==> config.mk <==
export PLATFORM = sky130hd
export DESIGN_NAME = cpu_ctrl_fsm
export DESIGN_NICKNAME = d
export VERILOG_FILES = /design/src/rtl/cpu_ctrl_fsm.sv
export SDC_FILE = /design/constraint.sdc
export NUM_CORES = 1
export LEC_CHECK = 0
export CAP_MARGIN = 25
export CORE_MARGIN = 5
export CORE_UTILIZATION = 46
export CTS_BUF_LIST = sky130_fd_sc_hd__clkbuf_8
export DETAILED_ROUTE_END_ITERATION = 16
export HOLD_SLACK_MARGIN = 0.12
export PLACE_DENSITY_LB_ADDON = 0.08
export SETUP_SLACK_MARGIN = 0.15
export SLEW_MARGIN = 20
export SYNTH_ARGS = -nofsm -noshare
export SYNTH_HDL_FRONTEND = slang
export SYNTH_SLANG_ARGS = --single-unit
==> constraint.sdc <==
create_clock -name clk -period 4.29 [get_ports clk]
set_input_delay 0.858 -clock clk [delete_from_list [all_inputs] [get_ports clk]]
set_output_delay 0.858 -clock clk [all_outputs]
set_load 0.01 [all_outputs]
==> src/rtl/cpu_ctrl_fsm.sv <==
// cpu_ctrl_fsm
// Second-generation control FSM for the simple RISC datapath. It sequences
// fetch, PC increment, decode, execute, branch, memory and writeback steps. Memory
// accesses use a variable-latency mem_ready handshake. The controller has an
// explicit HALT state and sticky illegal-instruction and memory-timeout flags.
//
// Optional feature: define MEM_TIMEOUT_EN to add the memory wait-timeout
// counter. When the macro is undefined, waits are unbounded and mem_err is 0.
//
// Parameters
//   MEM_HANDSHAKE  : 1 = memory states wait for mem_ready, 0 = zero-wait memory
//   TIMEOUT_CYCLES : consecutive wait cycles before mem_err (MEM_TIMEOUT_EN only)
//   TIMEOUT_W      : wait counter width, 2**TIMEOUT_W > TIMEOUT_CYCLES
//
// Ports
//   clk, reset            : clock, synchronous active-high reset
//   opcode, op, cond      : instruction fields IR[15:13], IR[12:11], IR[10:8]
//   status                : {N,V,Z} from the status register
//   mem_ready             : memory completes the current access this cycle
//   pc_reset, pc_load     : PC reset-value select and PC load
//   pc_sel                : 00 PC+1, 01 PC+1+sximm8, 10 datapath C
//   ir_load, addr_sel     : IR load, address source (1 PC, 0 data address)
//   mem_cmd               : 00 none, 01 write, 10 read
//   reg_w/a/b_sel         : one-hot register selects (100 Rn, 010 Rd, 001 Rm)
//   write, loada..loadm   : register file write, datapath register loads
//   asel, bsel, csel      : datapath input selects
//   vsel                  : writeback source (1000 PC, 0100 sximm8, 0010 mdata, 0001 C)
//   halted, illegal, mem_err : HALT indicator and sticky error flags

module cpu_ctrl_fsm #(
  parameter int MEM_HANDSHAKE  = 1,
  parameter int TIMEOUT_CYCLES = 255,
  parameter int TIMEOUT_W      = 8
) (
  input  logic       clk,
  input  logic       reset,
  input  logic [2:0] opcode,
  input  logic [1:0] op,
  input  logic [2:0] cond,
  input  logic [2:0] status,
  input  logic       mem_ready,
  output logic       pc_reset,
  output logic       pc_load,
  output logic [1:0] pc_sel,
  output logic       ir_load,
  output logic       addr_sel,
  output logic [1:0] mem_cmd,
  output logic [2:0] reg_w_sel,
  output logic [2:0] reg_a_sel,
  output logic [2:0] reg_b_sel,
  output logic       write,
  output logic       loada,
  output logic       loadb,
  output logic       loadc,
  output logic       loads,
  output logic       loadm,
  output logic       asel,
  output logic       bsel,
  output logic       csel,
  output logic [3:0] vsel,
  output logic       halted,
  output logic       illegal,
  output logic       mem_err
);

  typedef enum logic [3:0] {
    S_RESET, S_IF, S_UPC, S_DECODE, S_EXEC, S_BRANCH, S_MEM, S_WRITE, S_HALT
  } state_t;

  // Instruction class remembered from DECODE so EXEC and MEM do not depend
  // on the IR fields staying stable.
  typedef enum logic [2:0] {
    K_MOVR, K_ALU, K_CMP, K_LDR, K_STR, K_BX
  } kind_t;

  typedef enum logic [3:0] {
    D_MOVI, D_MOVR, D_ALU, D_CMP, D_LDR, D_STR, D_BR, D_BL, D_BX, D_BLX,
    D_HALT, D_ILL
  } dec_t;

  state_t state;
  kind_t  kind;
  dec_t   dec;
  logic   ready;
  logic   br_taken;
  logic   br_bad;
  logic   expired;

  // This empty block is elaborated only for a wait counter that is too narrow.
  // It makes the bad configuration visible in the elaborated hierarchy.
  if ((2 ** TIMEOUT_W) <= TIMEOUT_CYCLES) begin : g_timeout_cfg_invalid
  end

  // With the handshake disabled, every access completes in its first cycle.
  assign ready = (MEM_HANDSHAKE != 0) ? mem_ready : 1'b1;

`ifdef MEM_TIMEOUT_EN
  logic [TIMEOUT_W-1:0] wait_cnt;
  logic                 waiting;

  // A wait cycle is an IF or MEM cycle in which memory has not responded.
  // The access expires on the wait cycle that brings the count to TIMEOUT_CYCLES.
  assign waiting = ((state == S_IF) || (state == S_MEM)) && !ready;
  assign expired = waiting && (wait_cnt == TIMEOUT_W'(TIMEOUT_CYCLES - 1));
`else
  assign expired = 1'b0;
  assign mem_err = 1'b0;
`endif

  // Instruction classification on {opcode, op}. CMP is listed before the
  // general ALU pattern so that it wins the match.
  always_comb begin
    dec = D_ILL;
    casez ({opcode, op})
      5'b110_10: dec = D_MOVI;
      5'b110_00: dec = D_MOVR;
      5'b101_01: dec = D_CMP;
      5'b101_??: dec = D_ALU;
      5'b011_00: dec = D_LDR;
      5'b100_00: dec = D_STR;
      5'b001_00: dec = D_BR;
      5'b010_11: dec = D_BL;
      5'b010_00: dec = D_BX;
      5'b010_10: dec = D_BLX;
      5'b111_??: dec = D_HALT;
      default:   dec = D_ILL;
    endcase
  end

  // Branch condition evaluation on {N,V,Z}. Condition codes 101-111 are
  // undefined, and the instruction is treated as illegal.
  always_comb begin
    br_taken = 1'b0;
    br_bad   = 1'b0;
    case (cond)
      3'b000:  br_taken = 1'b1;
      3'b001:  br_taken = status[0];
      3'b010:  br_taken = !status[0];
      3'b011:  br_taken = status[2] ^ status[1];
      3'b100:  br_taken = (status[2] ^ status[1]) | status[0];
      default: br_bad   = 1'b1;
    endcase
  end

  // State register, remembered instruction class and sticky flags. Reset has
  // priority in every state and abandons any access that is in progress.
  always_ff @(posedge clk) begin
    if (reset) begin
      state   <= S_RESET;
      kind    <= K_ALU;
      illegal <= 1'b0;
`ifdef MEM_TIMEOUT_EN
      mem_err  <= 1'b0;
      wait_cnt <= '0;
`endif
    end else begin
`ifdef MEM_TIMEOUT_EN
      if (waiting) wait_cnt <= wait_cnt + TIMEOUT_W'(1);
      else         wait_cnt <= '0;
      if (expired) mem_err <= 1'b1;
`endif
      case (state)
        S_RESET: state <= S_IF;
        S_IF: begin
          if (expired)    state <= S_HALT;
          else if (ready) state <= S_UPC;
        end
        S_UPC: state <= S_DECODE;
        S_DECODE: begin
          case (dec)
            D_MOVI, D_BL: state <= S_IF;
            D_MOVR: begin kind <= K_MOVR; state <= S_EXEC; end
            D_ALU:  begin kind <= K_ALU;  state <= S_EXEC; end
            D_CMP:  begin kind <= K_CMP;  state <= S_EXEC; end
            D_LDR:  begin kind <= K_LDR;  state <= S_EXEC; end
            D_STR:  begin kind <= K_STR;  state <= S_EXEC; end
            D_BX, D_BLX: begin kind <= K_BX; state <= S_EXEC; end
            D_BR: begin
              if (br_bad) begin
                illegal <= 1'b1;
                state   <= S_HALT;
              end else begin
                state <= S_IF;
              end
            end
            D_HALT: state <= S_HALT;
            default: begin
              illegal <= 1'b1;
              state   <= S_HALT;
            end
          endcase
        end
        S_EXEC: begin
          case (kind)
            K_CMP:        state <= S_IF;
            K_LDR, K_STR: state <= S_MEM;
            K_BX:         state <= S_BRANCH;
            default:      state <= S_WRITE;
          endcase
        end
        S_BRANCH: state <= S_IF;
        S_MEM: begin
          if (expired)    state <= S_HALT;
          else if (ready) state <= S_IF;
        end
        S_WRITE: state <= S_IF;
        S_HALT:  state <= S_HALT;
        default: state <= S_RESET;
      endcase
    end
  end

  // Control outputs decoded from the state register. The IF, MEM and DECODE
  // outputs also use mem_ready and the IR/status fields of the current cycle.
  // This lets an access complete in the same cycle that memory responds.
  always_comb begin
    pc_reset  = 1'b0;
    pc_load   = 1'b0;
    pc_sel    = 2'b00;
    ir_load   = 1'b0;
    addr_sel  = 1'b0;
    mem_cmd   = 2'b00;
    reg_w_sel = 3'b000;
    reg_a_sel = 3'b000;
    reg_b_sel = 3'b000;
    write     = 1'b0;
    loada     = 1'b0;
    loadb     = 1'b0;
    loadc     = 1'b0;
    loads     = 1'b0;
    loadm     = 1'b0;
    asel      = 1'b0;
    bsel      = 1'b0;
    csel      = 1'b0;
    vsel      = 4'b0000;
    halted    = (state == S_HALT);
    case (state)
      S_RESET: begin
        pc_reset = 1'b1;
        pc_load  = 1'b1;
      end
      S_IF: begin
        addr_sel = 1'b1;
        mem_cmd  = 2'b10;
        ir_load  = ready;
      end
      S_UPC: begin
        pc_load = 1'b1;
        pc_sel  = 2'b00;
      end
      S_DECODE: begin
        case (dec)
          D_MOVI: begin
            reg_w_sel = 3'b100;
            vsel      = 4'b0100;
            write     = 1'b1;
          end
          D_MOVR: begin
            reg_b_sel = 3'b001;
            loadb     = 1'b1;
          end
          D_ALU, D_CMP: begin
            reg_a_sel = 3'b100;
            reg_b_sel = 3'b001;
            loada     = 1'b1;
            loadb     = 1'b1;
          end
          D_LDR: begin
            reg_a_sel = 3'b100;
            loada     = 1'b1;
          end
          D_STR: begin
            reg_a_sel = 3'b100;
            reg_b_sel = 3'b010;
            loada     = 1'b1;
            loadb     = 1'b1;
          end
          D_BR: begin
            if (br_taken && !br_bad) begin
              pc_load = 1'b1;
              pc_sel  = 2'b01;
            end
          end
          D_BL: begin
            reg_w_sel = 3'b100;
            vsel      = 4'b1000;
            write     = 1'b1;
            pc_load   = 1'b1;
            pc_sel    = 2'b01;
          end
          D_BX: begin
            reg_b_sel = 3'b010;
            loadb     = 1'b1;
          end
          D_BLX: begin
            // Rd is read before the link write, so loadb captures the old value
            // even when Rn and Rd name the same register.
            reg_b_sel = 3'b010;
            loadb     = 1'b1;
            reg_w_sel = 3'b100;
            vsel      = 4'b1000;
            write     = 1'b1;
          end
          default: begin
          end
        endcase
      end
      S_EXEC: begin
        case (kind)
          K_MOVR, K_BX: begin
            asel  = 1'b1;
            loadc = 1'b1;
          end
          K_CMP: loads = 1'b1;
          K_LDR: begin
            bsel  = 1'b1;
            loadm = 1'b1;
          end
          K_STR: begin
            bsel  = 1'b1;
            csel  = 1'b1;
            loadm = 1'b1;
            loadc = 1'b1;
          end
          default: loadc = 1'b1;
        endcase
      end
      S_BRANCH: begin
        pc_load = 1'b1;
        pc_sel  = 2'b10;
      end
      S_MEM: begin
        if (kind == K_LDR) begin
          addr_sel = 1'b0;
          mem_cmd  = 2'b10;
          if (ready) begin
            reg_w_sel = 3'b010;
            vsel      = 4'b0010;
            write     = 1'b1;
          end
        end else begin
          mem_cmd = 2'b01;
        end
      end
      S_WRITE: begin
        reg_w_sel = 3'b010;
        vsel      = 4'b0001;
        write     = 1'b1;
      end
      default: begin
      end
    endcase
  end

endmodule

======== Word-level counts from Yosys, hierarchy flattened ========
Cells that the tools add are included.
word-level totals
  flip-flop bits (word level) ............. 8
  bits of input ports ..................... 14
  output and inout bits ................... 33
  logic and storage cells ................. 125
operators by class
  equal/unequal tests ..................... 40
  mux-type cells .......................... 53
  bitwise operators ....................... 3
  reductions and logical operators ........ 26
operators by type and width
  operator                                                         count
  4-bit case mux with 3 select lines                               3
  4-bit by 3-bit == test with 1-bit output, second input constant  8
  4-bit case mux with 8 select lines                               1
  4-bit case mux with 7 select lines                               1
  1-bit 2-to-1 mux                                                 23
  5-bit by 4-bit == test with 1-bit output, second input constant  4
  5-bit == test, second input constant                             4
  3-bit case mux with 3 select lines                               2
  3-bit case mux with 6 select lines                               1
  4-bit by 2-bit == test with 1-bit output, second input constant  4
  4-bit == test, second input constant                             4
  3-bit == test, second input constant                             5
  3-bit OR reduction                                               5
  3-bit by 2-bit == test with 1-bit output, second input constant  4
  2-bit 2-to-1 mux                                                 6
  4-bit 2-to-1 mux                                                 3
  2-bit case mux with 2 select lines                               3
  2-bit OR reduction                                               6
  10-bit OR reduction                                              1
  3-bit 2-to-1 mux                                                 3
  4-bit by 1-bit == test with 1-bit output, second input constant  2
  4-bit logical NOT                                                2
  1-bit case mux with 2 select lines                               4
  4-bit case mux with 2 select lines                               1
  other kinds (18)                                                 22

======== Longest topological paths before layout ========
  depth in word-level cells ............... 7
  gate-level depth with buffers ........... 7
  gate-level depth less buffers ........... 5

======== Worst setup path after synthesis ========
Ideal clock, no wire load.
  kind .................................... input -> output
  start point ............................. in op[1]
  end point ............................... out pc_load
  arrival time ............................ 2.171 ns
  data required time ...................... 3.432 ns
  slack ................................... 1.261 ns
  stages .................................. 5
  path buffers ............................ 1
  cell sequence ........................... buf_6 -> or4_4 -> nor4_4 -> o21ai_2 -> a221oi_2
between the ends
  cells in the longest elaborated chain, start to end .. 6
  elaborated cells on any way between the ends .. 15
  classes of those cells .................. eq/ne: 11; mux: 4
ends and longest elaborated chain
  element                                                           RTL line  source
  from (decl)                                                       38        input logic [1:0] op,
  5-bit by 4-bit == test with 1-bit output (tied with other cells)  114       casez ({opcode, op})
  4-bit case mux with 8 select lines                                114
  4-bit case mux with 3 select lines *                              114
  4-bit by 3-bit == test with 1-bit output                          252       case (dec)
  1-bit case mux with 2 select lines *                              252
  1-bit case mux with 2 select lines *                              237       case (state)
  to (decl)                                                         43        output logic pc_load,
Every way passes the cells marked *; elsewhere a longest branch is shown, timed or not.

======== Final worst setup path ========
  start point ............................. in opcode[1]
  end point ............................... out pc_load
between the ends
  cells in the longest elaborated chain, start to end .. 6
  elaborated cells on any way between the ends .. 17
  classes of those cells .................. eq/ne: 13; mux: 4
ends and longest elaborated chain
  element                                                           RTL line  source
  from (decl)                                                       37        input logic [2:0] opcode,
  5-bit by 4-bit == test with 1-bit output (tied with other cells)  114
  4-bit case mux with 8 select lines                                114
  4-bit case mux with 3 select lines *                              114
  4-bit by 3-bit == test with 1-bit output                          252
  1-bit case mux with 2 select lines *                              252
  1-bit case mux with 2 select lines *                              237
Marks and branches as above.

==> impl_metrics.yaml <==
global_route:
  grt_max_degree: 17
  overflow_after_grt: 0
  grt_antenna_before_repair: 0
  first_pass_grt_wire_length_mm: 4.54
  grt_pass1_vias: 1017
  grtUsageTotal_pct: 16.8
power_and_ir_drop:
  p_leak_nw: 0.539
  peak_supply_drop_v: 0.000258
  power.switching_fraction_pct: 36.9
  internal_uw: 255
  power_frac_seq_pct: 27.6
  power_frac_clock_pct: 22.5
  power_density_normalized_to_cell_area_mw_per_mm2: 276
  comb_power_share_pct: 50.0
  netSwitchingPower_uw: 149
critical_path:
  cp_common_cell: "sky130_fd_sc_hd__clkdlybuf4s50_1"
  crit_path_cell_trace: "clkdlybuf4s50_1 > buf_4 > nor2b_1 > nand2_1 > o32ai_1 > o21ai_2 > a221oi_2 > clkdlybuf4s50_1"
  cpLargestDelayFamily: "buffers and inverters"
  critical_path.startpoint_type: "input pin"
  cpMaxStageDelayCell: "sky130_fd_sc_hd__clkdlybuf4s50_1"
  cpPeakStageDelay_ns: 0.58
  setup_cp_type: "in2out"
  element_type_at_the_critical_path_end: "output pin"
  critical_path_data_arrival_time_ns: 3.13
  worstPathMaxFanout: 10
  worstPathBufferInverterCount: 3
  cp_data_required_time_ns: 3.43
logic_synthesis:
  yosys.cell_types.count: 45
  postSynthRegisterBits: 8
  async_flop_share_pct: 0
  synthesis.area_per_instance_um2: 6.79
  synth.cell_area_mm2: 0.00103
  post_synth_inst_count: 152
  synthesis.yosys.warnings: 0
  synth_flop_cell: "sky130_fd_sc_hd__dfxtp_1"
  synth_enable_flop_cells: 0
  synth_sequential_area_ratio_pct: 15.5
clock_tree:
  cts_hold_buffers_added: 0
  clockBufferDepth: 2
  cts_buffer_count: 3
  post_cts.resized_instances: 0
  ctsHtreeMaxLevel: 1
  path_clk_slew_ns: 0.04
  cts_tree: "built"
  cts_root_buf: "sky130_fd_sc_hd__clkbuf_8"
  postCtsSetupRepairBufs: 0
  clock_latency_ns: 0.23
  tritoncts_sinks: 8
drt:
  drt_first_pass_iters: 4
  drcViolationCount: 0
  ant_nets: 0
  detail_route.iter0.violations: 28
  route.vias.total: 1170
  via_per_instance_ratio: 5.44
  post_drt_wl_per_cell_um: 13.1
  totalWireLength_mm: 2.82
sta:
  finalSetupViolCount: 0
  timing.final.hold_violations: 0
  setup_total_negative_slack_ns: 0
  clock.fmax_ghz: 0.251
  worst_slack_on_hold_paths_ns: 0.490
  finalWorstPathRequiredPeriod_ns: 3.99
  clock_skew_ns: 0.00320
  rsz_0062_raised_after_global_routing: "no"
  final-max-slew-violation-count: 0
  final_min_period_over_clock_period_pct: 93.0
placed_design:
  buffer_ports.inserted: 41
  placed_wire_length_estimate_mm: 2.21
  gp_congestion: 0.816
hold_path:
  hold_class: "reg2reg"
outcome:
  status: "finished, final reports clean"
cells_and_area:
  drive_gt1_share_pct: 9.63
  fillCellCount: 202
  layout_area_growth_over_synthesis_pct: 41.7
  insertedDiodeCount: 0
  layout.core_utilization_pct: 67.4
  finish.net_count: 203
die:
  core_mm2: 0.00217
  ioPinCount: 47
  num_rows: 17
  start_util_pct: 47.6
  design.die.area_mm2: 0.00329
  die_w_um: 57.4
  y_dimension_of_the_die_um: 57.4
flow_run:
  cap_viol_max_count: 0
## cells by family (layout without fill, tap and decap cells)
kind of cell,Yosys count,count (layout),share of synthesized area (%)
flip-flops,8,8,15.5
adder cells (fa/ha/maj),1,1,0.970
AO/OA/AOI/OAI,40,40,27.0
buffers and inverters,23,54,12.4
XOR/XNOR,4,4,3.39
multiplexers,1,1,0.970
AND/OR/NAND/NOR,74,74,39.4
other,1,5,0.363
## worst register-to-register path, delay by kind of cell, from the launching register on
family | cells | cell delay (ns)
and+or+nand+nor | 3 | 0.77
DFF | 1 | 0.56
AOI/OAI and AO/OA | 1 | 0.34
## per-layer routing
metal / vias up / part of all wire [%] / global-route usage [%] / routed length [µm]
met5: - / 0 / 0 / 0
met1: 534 / 45 / 21.6 / 1260
met3: 0 / 7.4 / 5.88 / 210
met2: 43 / 48 / 26.9 / 1360
met4: 0 / 0 / 3.64 / 0
li1: 593 / - / - / -
## Yosys cell counts (all sizes together), types with 2 or more instances
| cell type | number | area, µm² |
|---|---|---|
| a211o | 2 | 17.5 |
| a21oi | 13 | 65.1 |
| a2bb2oi | 2 | 17.5 |
| a31oi | 2 | 12.5 |
| and2 | 3 | 18.8 |
| buf | 15 | 97.6 |
| clkbuf | 3 | 11.3 |
| dfxtp | 8 | 160 |
| inv | 5 | 18.8 |
| nand2 | 11 | 41.3 |
| nand2b | 10 | 62.6 |
| nand3 | 5 | 25.0 |
| nand3b | 3 | 22.5 |
| nor2 | 19 | 71.3 |
| nor2b | 5 | 31.3 |
| nor3 | 5 | 25.0 |
| nor3b | 2 | 15.0 |
| nor4 | 2 | 27.5 |
| o21a | 3 | 22.5 |
| o21ai | 7 | 38.8 |
| o32a | 3 | 30.0 |
| o32ai | 2 | 17.5 |
| or2 | 4 | 25.0 |
| xor2 | 3 | 26.3 |
## final cells by class
class                      instances  area [µm²]  share of cell area [%]
multi-input combinational        125         759                    51.9
tap                               28        35.0                    2.40
clock buffer                       3        41.3                    2.82
timing repair buffer              46         448                    30.6
sequential                         8         160                    10.9
inverter                           5        18.8                    1.28
## flip-flops by register name, indices dropped and copies added (netlist names)
signal   cells
state        4
illegal      1
kind         3
## path summary, 6_finish.rpt
kind / start / endpoint / slack (ns) / depth (start not counted)
worst max-delay path: opcode[1] / pc_load / 0.30 / 8
worst min-delay path: illegal / illegal / 0.49 / 1
worst max register to register: state[1] / kind[0] / 2.51 / 4
worst min register to register: illegal / illegal / 0.49 / 1
## through the flow
step	instance area [µm²]	std cells	power, mW	setup slack [ns]
global route	1460	215	0.433	0.181
finish	1460	215	0.404	0.301
floorplan	1050	156	0.237	1.26
global placement	1420	212	0.307	0.400
detailed placement	1420	212	0.314	0.330
CTS	1460	215	0.406	0.316
## power by group through the flow
stage	Combinational (mW)	Clock, mW	Sequential (mW)
global route	0.220	0.0976	0.115
floorplan	0.145	0	0.0914
global placement	0.195	0	0.111
finish	0.202	0.0908	0.111
detailed placement	0.202	0	0.112
CTS	0.203	0.0927	0.111
## placed cells by master, fill, tap and decap left out, types with 3 or more instances in the layout
cell / instances
sky130_fd_sc_hd__a21oi_1: 13
sky130_fd_sc_hd__buf_4: 5
sky130_fd_sc_hd__clkbuf_8: 3
sky130_fd_sc_hd__clkdlybuf4s50_1: 41
sky130_fd_sc_hd__conb_1: 5
sky130_fd_sc_hd__dfxtp_1: 8
sky130_fd_sc_hd__inv_1: 5
sky130_fd_sc_hd__nand2_1: 11
sky130_fd_sc_hd__nand2b_1: 10
sky130_fd_sc_hd__nand3_1: 5
sky130_fd_sc_hd__nand3b_1: 3
sky130_fd_sc_hd__nor2_1: 19
sky130_fd_sc_hd__nor2b_1: 5
sky130_fd_sc_hd__nor3_1: 5
sky130_fd_sc_hd__o21a_1: 3
sky130_fd_sc_hd__o21ai_0: 6
sky130_fd_sc_hd__o32a_1: 3
sky130_fd_sc_hd__or2_2: 4
sky130_fd_sc_hd__xor2_1: 3
(Power assumes the default switching activity.)
